--- config.mk ---
export PLATFORM = sky130hd
export DESIGN_NAME = retire_scoreboard
export DESIGN_NICKNAME = d
export VERILOG_FILES = /design/src/rtl/retire_scoreboard.sv
export SDC_FILE = /design/constraint.sdc
export NUM_CORES = 1
export LEC_CHECK = 0
export ABC_CLOCK_PERIOD_IN_PS = 14500
export BUFFER_PORTS_ARGS = -buffer_cell sky130_fd_sc_hd__buf_2
export CAP_MARGIN = 20
export CORE_MARGIN = 2
export CORE_UTILIZATION = 45
export CTS_CLUSTER_SIZE = 8
export DETAILED_ROUTE_END_ITERATION = 10
export PLACE_DENSITY = 0.64
export SLEW_MARGIN = 20
export SYNTH_ARGS = -nofsm -noshare
export SYNTH_HDL_FRONTEND = slang
export SYNTH_SLANG_ARGS = --single-unit
--- constraint.sdc ---
create_clock -name i_clk -period 14.5 [get_ports i_clk]
set_clock_uncertainty 0.15 [all_clocks]
set_input_delay 2.175 -clock i_clk [delete_from_list [all_inputs] [get_ports i_clk]]
set_output_delay 2.175 -clock i_clk [all_outputs]
set_load 0.05 [all_outputs]
--- src/rtl/retire_scoreboard.sv ---
// In-order lockstep checker: buffers DUT and reference-model retire records, compares pairwise,
// counts matches/mismatches. Define RSB_WATCHDOG_EN to enable the one-side-stalled watchdog.
module retire_scoreboard #(
    parameter int unsigned XLEN    = 32,
    parameter int unsigned DEPTH   = 8,
    parameter int unsigned CNT_W   = 16,
    parameter int unsigned TIMEOUT = 1024
) (
    input  logic             i_clk,
    input  logic             i_rst,
    input  logic             i_dut_valid,
    input  logic [XLEN-1:0]  i_dut_pc,
    input  logic             i_dut_we,
    input  logic [4:0]       i_dut_rd,
    input  logic [XLEN-1:0]  i_dut_wdata,
    output logic             o_dut_ready,
    input  logic             i_ref_valid,
    input  logic [XLEN-1:0]  i_ref_pc,
    input  logic             i_ref_we,
    input  logic [4:0]       i_ref_rd,
    input  logic [XLEN-1:0]  i_ref_wdata,
    output logic             o_ref_ready,
    output logic             o_mismatch,
    output logic [XLEN-1:0]  o_mismatch_pc,
    output logic             o_err,
    output logic [CNT_W-1:0] o_match_cnt,
    output logic [CNT_W-1:0] o_mismatch_cnt,
    output logic             o_timeout
);
    localparam int unsigned AW = $clog2(DEPTH);
    localparam int unsigned PW = AW + 1;
    localparam int unsigned RW = 2 * XLEN + 6;

    if (DEPTH < 2 || (DEPTH & (DEPTH - 1)) != 0 || TIMEOUT == 0) begin : g_param_err
        $error("retire_scoreboard: DEPTH must be a power of 2 >= 2 and TIMEOUT >= 1");
    end

    function automatic logic is_full(input logic [PW-1:0] wp, input logic [PW-1:0] rp);
        return (wp[AW] != rp[AW]) && (wp[AW-1:0] == rp[AW-1:0]);
    endfunction

    logic [RW-1:0]    dut_mem_q [DEPTH];
    logic [RW-1:0]    ref_mem_q [DEPTH];
    logic [PW-1:0]    dut_wp_q, dut_wp_d, dut_rp_q, dut_rp_d;
    logic [PW-1:0]    ref_wp_q, ref_wp_d, ref_rp_q, ref_rp_d;
    logic             dut_ready_q, dut_ready_d, ref_ready_q, ref_ready_d;
    logic             mismatch_q, mismatch_d, err_q, err_d;
    logic [XLEN-1:0]  mpc_q, mpc_d;
    logic [CNT_W-1:0] match_q, match_d, mm_q, mm_d;
    logic             dut_push, ref_push, dut_empty, ref_empty, cmp, pass, wd_set;
    logic [RW-1:0]    dut_rec, ref_rec;
    logic             dut_eff_we, ref_eff_we;

    assign dut_push  = i_dut_valid && dut_ready_q;
    assign ref_push  = i_ref_valid && ref_ready_q;
    assign dut_empty = (dut_wp_q == dut_rp_q);
    assign ref_empty = (ref_wp_q == ref_rp_q);
    assign cmp       = !dut_empty && !ref_empty;

    // Record layout: {pc, we, rd, wdata}
    assign dut_rec    = dut_mem_q[dut_rp_q[AW-1:0]];
    assign ref_rec    = ref_mem_q[ref_rp_q[AW-1:0]];
    assign dut_eff_we = dut_rec[XLEN+5] && (dut_rec[XLEN+4:XLEN] != 5'd0);
    assign ref_eff_we = ref_rec[XLEN+5] && (ref_rec[XLEN+4:XLEN] != 5'd0);
    assign pass = (dut_rec[RW-1 -: XLEN] == ref_rec[RW-1 -: XLEN]) && (dut_eff_we == ref_eff_we)
                  && (!dut_eff_we || (dut_rec[XLEN+4:0] == ref_rec[XLEN+4:0]));

    always_ff @(posedge i_clk) begin
        if (dut_push) dut_mem_q[dut_wp_q[AW-1:0]] <= {i_dut_pc, i_dut_we, i_dut_rd, i_dut_wdata};
        if (ref_push) ref_mem_q[ref_wp_q[AW-1:0]] <= {i_ref_pc, i_ref_we, i_ref_rd, i_ref_wdata};
    end

    always_comb begin
        dut_wp_d    = dut_push ? dut_wp_q + PW'(1) : dut_wp_q;
        ref_wp_d    = ref_push ? ref_wp_q + PW'(1) : ref_wp_q;
        dut_rp_d    = cmp ? dut_rp_q + PW'(1) : dut_rp_q;
        ref_rp_d    = cmp ? ref_rp_q + PW'(1) : ref_rp_q;
        dut_ready_d = !is_full(dut_wp_d, dut_rp_d);
        ref_ready_d = !is_full(ref_wp_d, ref_rp_d);
        match_d     = match_q;
        mm_d        = mm_q;
        mismatch_d  = 1'b0;
        mpc_d       = mpc_q;
        err_d       = err_q || wd_set;
        if (cmp) begin
            if (pass) begin
                if (match_q != {CNT_W{1'b1}}) match_d = match_q + CNT_W'(1);
            end else begin
                if (mm_q != {CNT_W{1'b1}}) mm_d = mm_q + CNT_W'(1);
                mismatch_d = 1'b1;
                mpc_d      = dut_rec[RW-1 -: XLEN];
                err_d      = 1'b1;
            end
        end
    end

    always_ff @(posedge i_clk) begin
        if (i_rst) begin
            dut_wp_q    <= '0;
            dut_rp_q    <= '0;
            ref_wp_q    <= '0;
            ref_rp_q    <= '0;
            dut_ready_q <= 1'b1;
            ref_ready_q <= 1'b1;
            match_q     <= '0;
            mm_q        <= '0;
            mismatch_q  <= 1'b0;
            mpc_q       <= '0;
            err_q       <= 1'b0;
        end else begin
            dut_wp_q    <= dut_wp_d;
            dut_rp_q    <= dut_rp_d;
            ref_wp_q    <= ref_wp_d;
            ref_rp_q    <= ref_rp_d;
            dut_ready_q <= dut_ready_d;
            ref_ready_q <= ref_ready_d;
            match_q     <= match_d;
            mm_q        <= mm_d;
            mismatch_q  <= mismatch_d;
            mpc_q       <= mpc_d;
            err_q       <= err_d;
        end
    end

`ifdef RSB_WATCHDOG_EN
    localparam int unsigned WW = $clog2(TIMEOUT + 1);
    logic [WW-1:0] wd_q, wd_d;
    logic          timeout_q, timeout_d;

    // Counts cycles where exactly one side holds data; saturates at TIMEOUT.
    always_comb begin
        wd_d      = wd_q;
        timeout_d = timeout_q;
        if (cmp) begin
            wd_d = '0;
        end else if ((dut_empty != ref_empty) && (wd_q != WW'(TIMEOUT))) begin
            wd_d = wd_q + WW'(1);
        end
        if (wd_d == WW'(TIMEOUT)) timeout_d = 1'b1;
    end

    always_ff @(posedge i_clk) begin
        if (i_rst) begin
            wd_q      <= '0;
            timeout_q <= 1'b0;
        end else begin
            wd_q      <= wd_d;
            timeout_q <= timeout_d;
        end
    end

    assign wd_set    = timeout_d;
    assign o_timeout = timeout_q;
`else
    assign wd_set    = 1'b0;
    assign o_timeout = 1'b0;
`endif

    assign o_dut_ready    = dut_ready_q;
    assign o_ref_ready    = ref_ready_q;
    assign o_mismatch     = mismatch_q;
    assign o_mismatch_pc  = mpc_q;
    assign o_err          = err_q;
    assign o_match_cnt    = match_q;
    assign o_mismatch_cnt = mm_q;
endmodule

==> results of run 1 <==
## cell usage in the layout, fill, tap and decap left out, types with 15 or more instances in the layout
cell,instances
nand3_1,23
buf_2,211
clkbuf_16,168
or3_1,15
mux4_2,262
edfxtp_1,1120
nor2b_1,20
clkbuf_1,33
nand4_1,18
or2_2,23
xnor2_1,59
nor2_1,47
dfxtp_1,78
buf_4,39
xor2_1,29
mux2i_1,159
a21oi_1,48
nand2_1,44
and3_1,16
o21ai_0,18
## cells by family (layout without fill, tap and decap cells)
family | Yosys count | count (layout) | share of synthesized area, %
XOR/XNOR | 88 | 88 | 1.644
adder cells (fa/ha/maj) | 6 | 6 | 0.1601
AO/OA/AOI/OAI | 101 | 101 | 1.359
flip-flops | 1204 | 1204 | 75.33
multiplexers | 446 | 446 | 16.72
other | 1 | 7 | 0.007999
buffers and inverters | 118 | 476 | 1.737
AND/OR/NAND/NOR | 269 | 269 | 3.045
## state kept, by name, indices dropped and copies added, names as in the netlist
name            cells
o_match_cnt        16
o_dut_ready         1
o_ref_ready         1
ref_wp_q            4
o_mismatch          1
ref_rp_q            4
dut_mem_q         560
dut_rp_q            4
o_mismatch_cnt     16
o_mismatch_pc      32
dut_wp_q            4
ref_mem_q         560
o_err               1
## routing by layer
layer  track usage, %  vias up
li1                 -     9756
met1            24.59    11472
met5                0        -
met2            32.80      640
met3            5.155      223
met4            6.003       36
## critical path: stages, from the launching register on
cell and delay [ns]:
dfxtp_4 0.82, buf_4 0.63, buf_4 0.73, mux4_2 0.41, mux2i_1 0.35, xnor2_1 0.18
nand4_1 0.14, or4_1 0.60, or4_4 0.50, o311ai_4 0.22, buf_4 0.64, nor4_1 0.17
mux2_1 0.34
## per-stage QoR
step	utilization (%)	worst slack [ns]
floorplan	-	6.373
global placement	47.68	8.349
detailed placement	47.68	8.292
CTS	52.06	8.286
global route	52.07	8.041
finish	52.08	8.368
## cell type report
| cell class | count | area share (%) |
|---|---|---|
| flip-flops and latches | 1204 | 65.56 |
| diodes | 6 | 0.02786 |
| repair buffers | 252 | 2.577 |
| well taps | 1380 | 3.203 |
| inverters | 7 | 0.04875 |
| clock buffers | 201 | 8.029 |
| multi-input cells | 911 | 20.17 |
| clock inverters | 16 | 0.3900 |
## power by group
group          internal [W]  total (W)  switching [W]
combinational      0.000524    0.00121       0.000687
sequential          0.00392    0.00400      0.0000807
clock               0.00207    0.00342        0.00135
total               0.00652    0.00864        0.00212
## worst paths after layout
check | start | end | slack, ns | cells past startpoint
setup / recovery | ref_rp_q[2] | o_mismatch_cnt[10] | 8.37 | 12
hold / removal | o_err | o_err | 0.30 | 2
setup reg to reg | ref_rp_q[2] | o_mismatch_cnt[10] | 8.37 | 12
hold reg to reg | o_err | o_err | 0.30 | 2
==> insert_results.sql, run 1 <==
INSERT INTO impl_metrics (metric_group, metric, value, unit) VALUES
('clocking', 'holdBufCountCts', '0', ''),
('drt', 'wl', '103400', 'µm'),
('logic_synthesis', 'post_synth_inst_count', '2233', ''),
('logic_synthesis', 'synth_enable_flop_cells', '1120', ''),
('logic_synthesis', 'async_reset_ff_share', '0', '%'),
('final_layout', 'layout.area.seq', '35340', 'µm²'),
('floorplan', 'top_level_ports', '213', ''),
('drt', 'met1Wirelength', '41420', 'µm'),
('drt', 'detailedRoute.firstIterationViolations', '1678', ''),
('final_layout', 'final_nets', '2694', ''),
('drt', 'met2WireLength', '52810', 'µm'),
('global_routing', 'grt_use_total', '19.41', '%'),
('floorplan', 'initial_core_util', '45.30', '%'),
('final_layout', 'num-fill-cells', '8044', ''),
('sta', 'timing.final.hold_violations', '0', ''),
('drt', 'ant_nets', '0', ''),
('logic_synthesis', 'synth-seq-area-share', '75.33', '%'),
('drt', 'met3RoutedLength', '6432', 'µm'),
('final_layout', 'multi_input_comb_area', '10870', 'µm²'),
('global_routing', 'grt_antenna_before_repair', '42', ''),
('sta', 'fin_crit', '6.132', 'ns'),
('floorplan', 'fp.coreArea', '103500', 'µm²'),
('final_layout', 'layout-drive-gt1-share', '29.53', '%'),
('power', 'total_power', '0.008638', 'W'),
('logic_synthesis', 'ys_warn_count', '0', ''),
('final_layout', 'synthToLayoutAreaGrowth', '14.98', '%'),
('logic_synthesis', 'number_of_different_library_cells_in_the_post_synthesis_netlist', '59', ''),
('logic_synthesis', 'post-synth-top-area-fraction', '71.74', '%'),
('critical_path', 'endpoint_kind', 'flip-flop', ''),
('drt', 'number_of_vias_per_cell', '5.564', ''),
('logic_synthesis', 'yosys_register_bits', '1204', ''),
('logic_synthesis', 'synth.largest_area_cell', 'edfxtp_1', ''),
('sta', 'slew_viol_final', '0', ''),
('status', 'run_status', 'completed', ''),
('clocking', 'cts.htree.levels', '4', ''),
('sta', 'timing.fmax', '163.1', 'MHz'),
('critical_path', 'startpoint_type', 'flip-flop', ''),
('critical_path', 'timing.critical_path.arrival', '6.60', 'ns'),
('clocking', 'cts_tree', 'done', ''),
('critical_path', 'crit_type', 'flip-flop to flip-flop', ''),
('floorplan', 'die_width', '326.8', 'µm'),
('clocking', 'cts_buffers', '168', ''),
('drt', 'num_vias', '22127', ''),
('sta', 'hold_ws', '0.2965', 'ns'),
('critical_path', 'timing.critical_path.required', '14.97', 'ns'),
('clocking', 'setup_fix_buffers_added_after_clock_tree_synthesis', '0', ''),
('logic_synthesis', 'synthesis.nets', '2383', ''),
('placed_design', 'postPlaceCellArea', '49350', 'µm²'),
('power', 'pwr_density_cell', '160.3', 'nW/µm²'),
('global_routing', 'grt_start_max_net_pins', '91', ''),
('flow_run', 'max_cap_violations', '0', ''),
('clocking', 'cts-root-to-sink-buffers', '3', ''),
('sta', 'setup_tns', '0', 'ns'),
('logic_synthesis', 'synth_area_per_cell', '20.99', 'µm²'),
('sta', 'fin_crit_sh', '42.29', '%'),
('power', 'leakagePower', '16.97', 'nW'),
('placed_design', 'place_inst', '3754', ''),
('floorplan', 'die_area', '106800', 'µm²'),
('logic_synthesis', 'library_cell_with_the_highest_instance_count_after_synthesis', 'edfxtp_1', ''),
('floorplan', 'floorplan.rows', '118', ''),
('clocking', 'postCtsResizedCells', '0', ''),
('sta', 'endpoints_failing_setup', '0', ''),
('logic_synthesis', 'synth_commonest_cells', '1,120 x edfxtp_1, 262 x mux4_2, 159 x mux2i_1, 84 x dfxtp_1', ''),
('placed_design', 'globalplace.congestion', '0.8030', ''),
('logic_synthesis', 'synth.cell_area', '46880', 'µm²'),
('clocking', 'clock-root-buffer', 'clkbuf_16', ''),
('logic_synthesis', 'ys_top_cells_by_area', 'edfxtp_1 72%, mux4_2 13%, dfxtp_1 3.6%', ''),
('final_layout', 'final-instance-count-excl-fill', '3977', ''),
('placed_design', 'detailedPlacementHpwl', '60140', 'µm'),
('final_layout', 'fin_area', '53900', 'µm²'),
('drt', 'wire_per_inst', '25.99', 'µm');
(Power assumes the default switching activity.)
==> run 2, diff against run 1 <==
--- a/config.mk
+++ b/config.mk
@@ -5,7 +5,7 @@
 export SDC_FILE = /design/constraint.sdc
 export NUM_CORES = 1
 export LEC_CHECK = 0
-export ABC_CLOCK_PERIOD_IN_PS = 14500
+export ABC_CLOCK_PERIOD_IN_PS = 6250
 export BUFFER_PORTS_ARGS = -buffer_cell sky130_fd_sc_hd__buf_2
 export CAP_MARGIN = 20
 export CORE_MARGIN = 2
==> constraint.sdc (replaced) <==
create_clock -name i_clk -period 6.25 [get_ports i_clk]
set_clock_uncertainty 0.15 [all_clocks]
set_input_delay 0.9375 -clock i_clk [delete_from_list [all_inputs] [get_ports i_clk]]
set_output_delay 0.9375 -clock i_clk [all_outputs]
set_load 0.05 [all_outputs]
==> insert_results.sql, run 2 (same netlist as run 1, synthesis figures left out) <==
INSERT INTO impl_metrics (metric_group, metric, value, unit) VALUES
('global_routing', 'grt_remaining_overflow', '0', ''),
('clocking', 'clock_latency', '0.75', 'ns'),
('critical_path', 'worstPathMaxFanout', '37', ''),
('floorplan', 'initial_core_util', '45.30', '%'),
('placed_design', 'detailedPlacementHpwl', '65200', 'µm'),
('drt', 'met3RoutedLength', '7617', 'µm'),
('clocking', 'cts_buffers', '168', ''),
('floorplan', 'die_height', '326.8', 'µm'),
('clocking', 'clkTransAtPathRegs', '0.05', 'ns'),
('sta', 'setup_tns', '0', 'ns'),
('final_layout', 'layout.cells.most_common', 'edfxtp_1', ''),
('status', 'run_status', 'completed', ''),
('sta', 'slew_viol_final', '0', ''),
('drt', 'wl', '107200', 'µm'),
('placed_design', 'globalplace.congestion', '0.8283', ''),
('power', 'total_power', '0.02026', 'W'),
('sta', 'fin_crit_sh', '89.82', '%'),
('placed_design', 'place_inst', '3781', ''),
('floorplan', 'die_width', '326.8', 'µm'),
('drt', 'top_signal_layer_used', 'met5', ''),
('drt', 'ant_nets', '0', ''),
('clocking', 'cts.htree.levels', '4', ''),
('sta', 'post-route-worst-setup-slack', '0.6361', 'ns'),
('sta', 'fin_crit', '5.614', 'ns'),
('clocking', 'holdBufCountCts', '0', ''),
('clocking', 'tritoncts_num_sinks', '1204', ''),
('final_layout', 'final_nets', '2724', ''),
('critical_path', 'timing.critical_path.required', '6.73', 'ns'),
('clocking', 'clock-root-buffer', 'clkbuf_16', ''),
('global_routing', 'grt_use_total', '20.06', '%'),
('placed_design', 'buffer_ports.inserted', '211', ''),
('hold_path', 'min_path_type', 'flip-flop to flip-flop', ''),
('flow_run', 'max_cap_violations', '0', ''),
('power', 'pwr-share-comb', '14.5', '%'),
('sta', 'tightestPinTransition', '1.057', 'ns'),
('sta', 'endpoints_failing_setup', '0', ''),
('power', 'power.internal', '0.01523', 'W'),
('drt', 'detailedRoute.firstIterationViolations', '1979', ''),
('critical_path', 'timing.critical_path.arrival', '6.09', 'ns'),
('drt', 'met1Wirelength', '42480', 'µm'),
('clocking', 'setup_fix_buffers_added_after_clock_tree_synthesis', '0', ''),
('global_routing', 'grt_pass1_vias', '23500', ''),
('drt', 'met2WireLength', '53900', 'µm'),
('drt', 'drt_first_pass_iters', '5', ''),
('sta', 'timing.final.hold_violations', '0', ''),
('final_layout', 'synthToLayoutAreaGrowth', '16.15', '%'),
('floorplan', 'floorplan.rows', '118', ''),
('final_layout', 'final-instance-count-excl-fill', '4020', ''),
('sta', 'grt_setup_unrepaired', 'false', ''),
('critical_path', 'critPathLaunch', 'dut_rp_q[0]', ''),
('power', 'total_switching_power', '0.005027', 'W'),
('floorplan', 'die_area', '106800', 'µm²'),
('clocking', 'cts-root-to-sink-buffers', '3', ''),
('floorplan', 'fp.coreArea', '103500', 'µm²'),
('critical_path', 'reg2reg_from', 'dut_rp_q[0]', ''),
('final_layout', 'layout-drive-gt1-share', '30.18', '%'),
('critical_path', 'startpoint_type', 'flip-flop', ''),
('critical_path', 'endpoint_kind', 'flip-flop', ''),
('power', 'leakagePower', '17.20', 'nW'),
('clocking', 'postCtsResizedCells', '0', ''),
('global_routing', 'grt_first_pass_wirelength', '156100', 'µm'),
('final_layout', 'mostFrequentLayoutCells', '1,120 x edfxtp_1, 262 x mux4_2, 211 x buf_2', ''),
('hold_path', 'worst_hold_path.num_cells', '2', ''),
('critical_path', 'cp_slowest_cell', 'nor4_1', ''),
('critical_path', 'critical_path.cell_chain', 'buf_4 -> mux4_2 -> mux2i_1 -> xnor2_1 -> nand4_1 -> nor4_1 -> and3_1 -> nand2_1 -> nor3_1 -> mux2_1', ''),
('sta', 'max_slew_margin', '29.40', '%'),
('drt', 'number_of_vias_per_cell', '5.640', ''),
('power', 'clkPwrFrac', '39.7', '%'),
('drt', 'remaining_drc_errors', '0', ''),
('critical_path', 'critPathMaxStageDelay', '0.87', 'ns'),
('global_routing', 'grt_antenna_before_repair', '41', ''),
('final_layout', 'final_util', '52.61', '%'),
('clocking', 'cts_tree', 'done', ''),
('power', 'maximum_vdd_ir_drop', '0.2326', 'mV'),
('critical_path', 'cells_on_worst_reg2reg_path', '10', ''),
('floorplan', 'top_level_ports', '213', ''),
('power', 'pwr_density_cell', '372.0', 'nW/µm²'),
('drt', 'wire_per_inst', '26.66', 'µm'),
('sta', 'timing.fmax', '178.1', 'MHz'),
('power', 'power.switching_fraction', '24.82', '%'),
('critical_path', 'crit_type', 'flip-flop to flip-flop', ''),
('hold_path', 'min_delay_src', 'o_err', ''),
('placed_design', 'pre_cts_ws', '0.6501', 'ns'),
('power', 'seqPwrFrac', '45.8', '%'),
('global_routing', 'grt_start_max_net_pins', '70', ''),
('drt', 'num_vias', '22674', '');
==> run 2: cell types whose count changed in the layout (fill, tap and decap cells not counted), moves of 4 or more <==
cell	before	now
nor3_4	0	4
inv_6	8	4
diode_2	6	12
nor3_2	4	0
buf_4	39	52
clkbuf_1	33	41
buf_12	2	14
buf_16	0	4
==> run 2: stage by stage <==
step | hold WS, ns | cell area (µm²)
4_1_cts | 0.2548 | 54350
2_1_floorplan | 0.3771 | 46900
6_report | 0.3006 | 54450
3_5_place_dp | 0.2951 | 49770
3_3_place_gp | 0.2856 | 49710
5_1_grt | 0.2879 | 54430
==> run 2: routing by layer <==
metal / up-vias / GRT usage, %
met1: 11857 / 25.83
met3: 213 / 4.967
li1: 9839 / -
met4: 32 / 6.831
met5: - / 0
met2: 733 / 33.44
==> run 2: worst paths after layout <==
| check | end | slack, ns |
|---|---|---|
| max reg2reg | o_match_cnt[4] | 0.64 |
| min reg2reg | o_err | 0.30 |
| max | o_match_cnt[4] | 0.64 |
| min | o_err | 0.30 |
==> run 2: power by group through the flow <==
stage,logic [W],registers [W],clock network (W)
floorplan,0.00206,0.00953,0
finish,0.00294,0.00929,0.00803
CTS,0.00300,0.00929,0.00820
global route,0.00313,0.00931,0.00852
detailed placement,0.00299,0.00944,0
global placement,0.00295,0.00943,0
==> run 2: final cells by class <==
class                   instances  area, µm²
clock buffers                 210       4383
inverters                       7      26.28
well taps                    1380       1727
repair buffers                282       1852
clock inverters                14      203.9
multi-input cells             911      10890
fillers                      7959      49040
flip-flops and latches       1204      35340
diodes                         12      30.03
==> run 2: worst max-delay path: cells and delay by family (launching register included) <==
family,cells,cell delay (ns)
xor gates and xnor gates,1,0.19
muxes,3,1.55
DFF,1,0.81
and+or+nand+nor,5,2.28
buffers and inverters,1,0.50
==> run 3, diff against run 2 <==
--- a/config.mk
+++ b/config.mk
@@ -13,6 +13,7 @@
 export CTS_CLUSTER_SIZE = 8
 export DETAILED_ROUTE_END_ITERATION = 10
 export PLACE_DENSITY = 0.64
+export RECOVER_POWER = 25
 export SLEW_MARGIN = 20
 export SYNTH_ARGS = -nofsm -noshare
 export SYNTH_HDL_FRONTEND = slang
==> insert_results.sql, run 3 (same netlist as run 1, synthesis figures left out) <==
INSERT INTO impl_metrics (metric_group, metric, value, unit) VALUES
('hold_path', 'min_path_type', 'flip-flop to flip-flop', ''),
('clocking', 'cts.htree.levels', '4', ''),
('clocking', 'clock-root-buffer', 'clkbuf_16', ''),
('hold_path', 'worst_hold_path.num_cells', '2', ''),
('global_routing', 'grt_antenna_before_repair', '31', ''),
('sta', 'endpoints_failing_setup', '0', ''),
('status', 'run_status', 'completed', ''),
('global_routing', 'grt_start_max_net_pins', '70', ''),
('sta', 'fin_crit_sh', '89.86', '%'),
('global_routing', 'grt_pass1_vias', '23500', ''),
('hold_path', 'timing.hold.worst_endpoint', 'o_err', ''),
('clocking', 'cts-root-to-sink-buffers', '3', ''),
('power', 'pwr-share-comb', '14.4', '%'),
('final_layout', 'layout.area.seq', '35340', 'µm²'),
('clocking', 'clock_latency', '0.75', 'ns'),
('sta', 'fin_crit', '5.616', 'ns'),
('sta', 'grt_setup_unrepaired', 'false', ''),
('sta', 'timing.final.hold_violations', '0', ''),
('critical_path', 'cells_on_worst_reg2reg_path', '10', ''),
('clocking', 'holdBufCountCts', '0', ''),
('power', 'power.switching_fraction', '24.82', '%'),
('critical_path', 'startpoint_type', 'flip-flop', ''),
('clocking', 'clkTransAtPathRegs', '0.05', 'ns'),
('drt', 'detailedRoute.firstIterationViolations', '1872', ''),
('flow_run', 'max_cap_violations', '0', ''),
('critical_path', 'r2r_slack', '0.63', 'ns'),
('final_layout', 'num-fill-cells', '8000', ''),
('sta', 'timing.fmax', '178.1', 'MHz'),
('final_layout', 'layout-drive-gt1-share', '26.71', '%'),
('floorplan', 'floorplan.rows', '118', ''),
('clocking', 'tritoncts_num_sinks', '1204', ''),
('clocking', 'cts_buffers', '168', ''),
('global_routing', 'grt_first_pass_wirelength', '156100', 'µm'),
('floorplan', 'die_height', '326.8', 'µm'),
('critical_path', 'critPathTopFamily', 'simple AND/OR/NAND/NOR gates', ''),
('power', 'total_power', '0.02025', 'W'),
('placed_design', 'detailedPlacementHpwl', '65200', 'µm'),
('critical_path', 'critPathMaxStageDelay', '0.88', 'ns'),
('drt', 'number_of_vias_per_cell', '5.633', ''),
('placed_design', 'globalplace.congestion', '0.8283', ''),
('hold_path', 'min_delay_src', 'o_err', ''),
('final_layout', 'layout.cells.most_common', 'edfxtp_1', ''),
('floorplan', 'die_width', '326.8', 'µm'),
('power', 'maximum_vdd_ir_drop', '0.2329', 'mV'),
('drt', 'wl', '107100', 'µm'),
('power', 'seqPwrFrac', '45.9', '%'),
('floorplan', 'initial_core_util', '45.30', '%'),
('critical_path', 'reg2reg_from', 'dut_rp_q[0]', ''),
('drt', 'wire_per_inst', '26.66', 'µm'),
('sta', 'slew_viol_final', '0', ''),
('critical_path', 'crit_type', 'flip-flop to flip-flop', ''),
('critical_path', 'timing.critical_path.required', '6.76', 'ns'),
('floorplan', 'die_area', '106800', 'µm²'),
('clocking', 'postCtsResizedCells', '0', ''),
('power', 'pwr_density_cell', '372.6', 'nW/µm²'),
('global_routing', 'grt_use_total', '20.06', '%'),
('final_layout', 'final_nets', '2724', ''),
('drt', 'drt_first_pass_iters', '5', ''),
('final_layout', 'mostFrequentLayoutCells', '1,120 x edfxtp_1, 262 x mux4_2, 169 x clkbuf_16', ''),
('power', 'clkPwrFrac', '39.7', '%'),
('critical_path', 'cp_slowest_cell', 'nor4_1', ''),
('drt', 'ant_nets', '0', ''),
('placed_design', 'buffer_ports.inserted', '211', ''),
('power', 'power.internal', '0.01522', 'W'),
('clocking', 'cts_tree', 'done', ''),
('critical_path', 'endpoint_kind', 'flip-flop', ''),
('final_layout', 'synthToLayoutAreaGrowth', '15.90', '%'),
('power', 'total_switching_power', '0.005024', 'W'),
('critical_path', 'timing.critical_path.arrival', '6.13', 'ns'),
('floorplan', 'top_level_ports', '213', ''),
('critical_path', 'critical_path.cell_chain', 'buf_4 -> mux4_2 -> mux2i_1 -> xnor2_1 -> nand4_1 -> nor4_1 -> and3_1 -> nand2_1 -> or4_1 -> a21oi_1', ''),
('drt', 'remaining_drc_errors', '0', ''),
('critical_path', 'critical_path_buf_inv_count', '1', ''),
('power', 'leakagePower', '16.95', 'nW'),
('critical_path', 'reg2reg_to', 'o_match_cnt[11]', ''),
('sta', 'max_slew_margin', '29.64', '%'),
('critical_path', 'worstPathMaxFanout', '37', ''),
('global_routing', 'grt_remaining_overflow', '0', ''),
('drt', 'num_vias', '22632', ''),
('sta', 'setup_tns', '0', 'ns'),
('sta', 'tightestPinTransition', '1.053', 'ns'),
('floorplan', 'fp.coreArea', '103500', 'µm²'),
('clocking', 'setup_fix_buffers_added_after_clock_tree_synthesis', '0', ''),
('final_layout', 'multi_input_comb_area', '10890', 'µm²');
[run 3: cell count changes in the layout (fill, tap and decap cells not counted), sizes merged]
cell,change
buf,-91
diode,-2
clkbuf,+91
[run 3: power groups by stage]
stage	combinational, W	clock [W]	sequential [W]
2_1_floorplan	0.00206	0	0.00953
3_3_place_gp	0.00295	0	0.00943
3_5_place_dp	0.00299	0	0.00944
4_1_cts	0.00300	0.00820	0.00929
5_1_grt	0.00313	0.00852	0.00931
6_report	0.00293	0.00804	0.00929
[run 3: how the worst max path moves through the flow]
stage	slack, ns	endpoint	start	cells past startpoint
global route	0.39	o_match_cnt[15]	dut_rp_q[0]	11
floorplan	1.15	o_dut_ready	i_dut_valid	5
finish	0.63	o_match_cnt[11]	dut_rp_q[0]	10
global placement	0.66	o_match_cnt[11]	dut_rp_q[0]	10
detailed placement	0.65	o_match_cnt[11]	dut_rp_q[0]	11
CTS	0.61	o_match_cnt[4]	dut_rp_q[0]	11
[run 3: final cells by class]
| type | instances | share of cell area [%] |
|---|---|---|
| tap | 1380 | 3.178 |
| sequential | 1204 | 65.04 |
| clock inverter | 14 | 0.3754 |
| clock buffer | 210 | 8.067 |
| inverter | 7 | 0.04836 |
| multi-input combinational | 911 | 20.05 |
| antenna | 10 | 0.04606 |
| timing repair buffer | 282 | 3.199 |
[run 3: per-stage QoR]
step           instance area (µm²)  hold slack (ns)  utilization [%]  cells  setup slack [ns]
5_1_grt                      54310           0.3165            52.48   4010            0.3905
2_1_floorplan                46900           0.3771                -   2233             1.145
4_1_cts                      54350           0.2548            52.52   4005            0.6077
6_report                     54330           0.3007            52.50   4018            0.6340
3_5_place_dp                 49770           0.2951            48.08   3781            0.6501
3_3_place_gp                 49710           0.2856            48.03   3779            0.6568
[run 3: worst register-to-register path, delay by kind of cell (launching register included)]
kind            cells  cell delay, ns
xor+xnor            1            0.19
mux                 2            1.21
simple gates        5            2.49
compound gates      1            0.18
buf+inv             1            0.52
flops               1            0.81
[run 3: metal layers]
layer | GRT usage (%) | routed length (µm) | vias to the layer above
met3 | 4.967 | 7201 | 191
met5 | 0 | 194 | -
li1 | - | - | 9827
met1 | 25.83 | 42910 | 11868
met4 | 6.831 | 2887 | 30
met2 | 33.44 | 53950 | 716
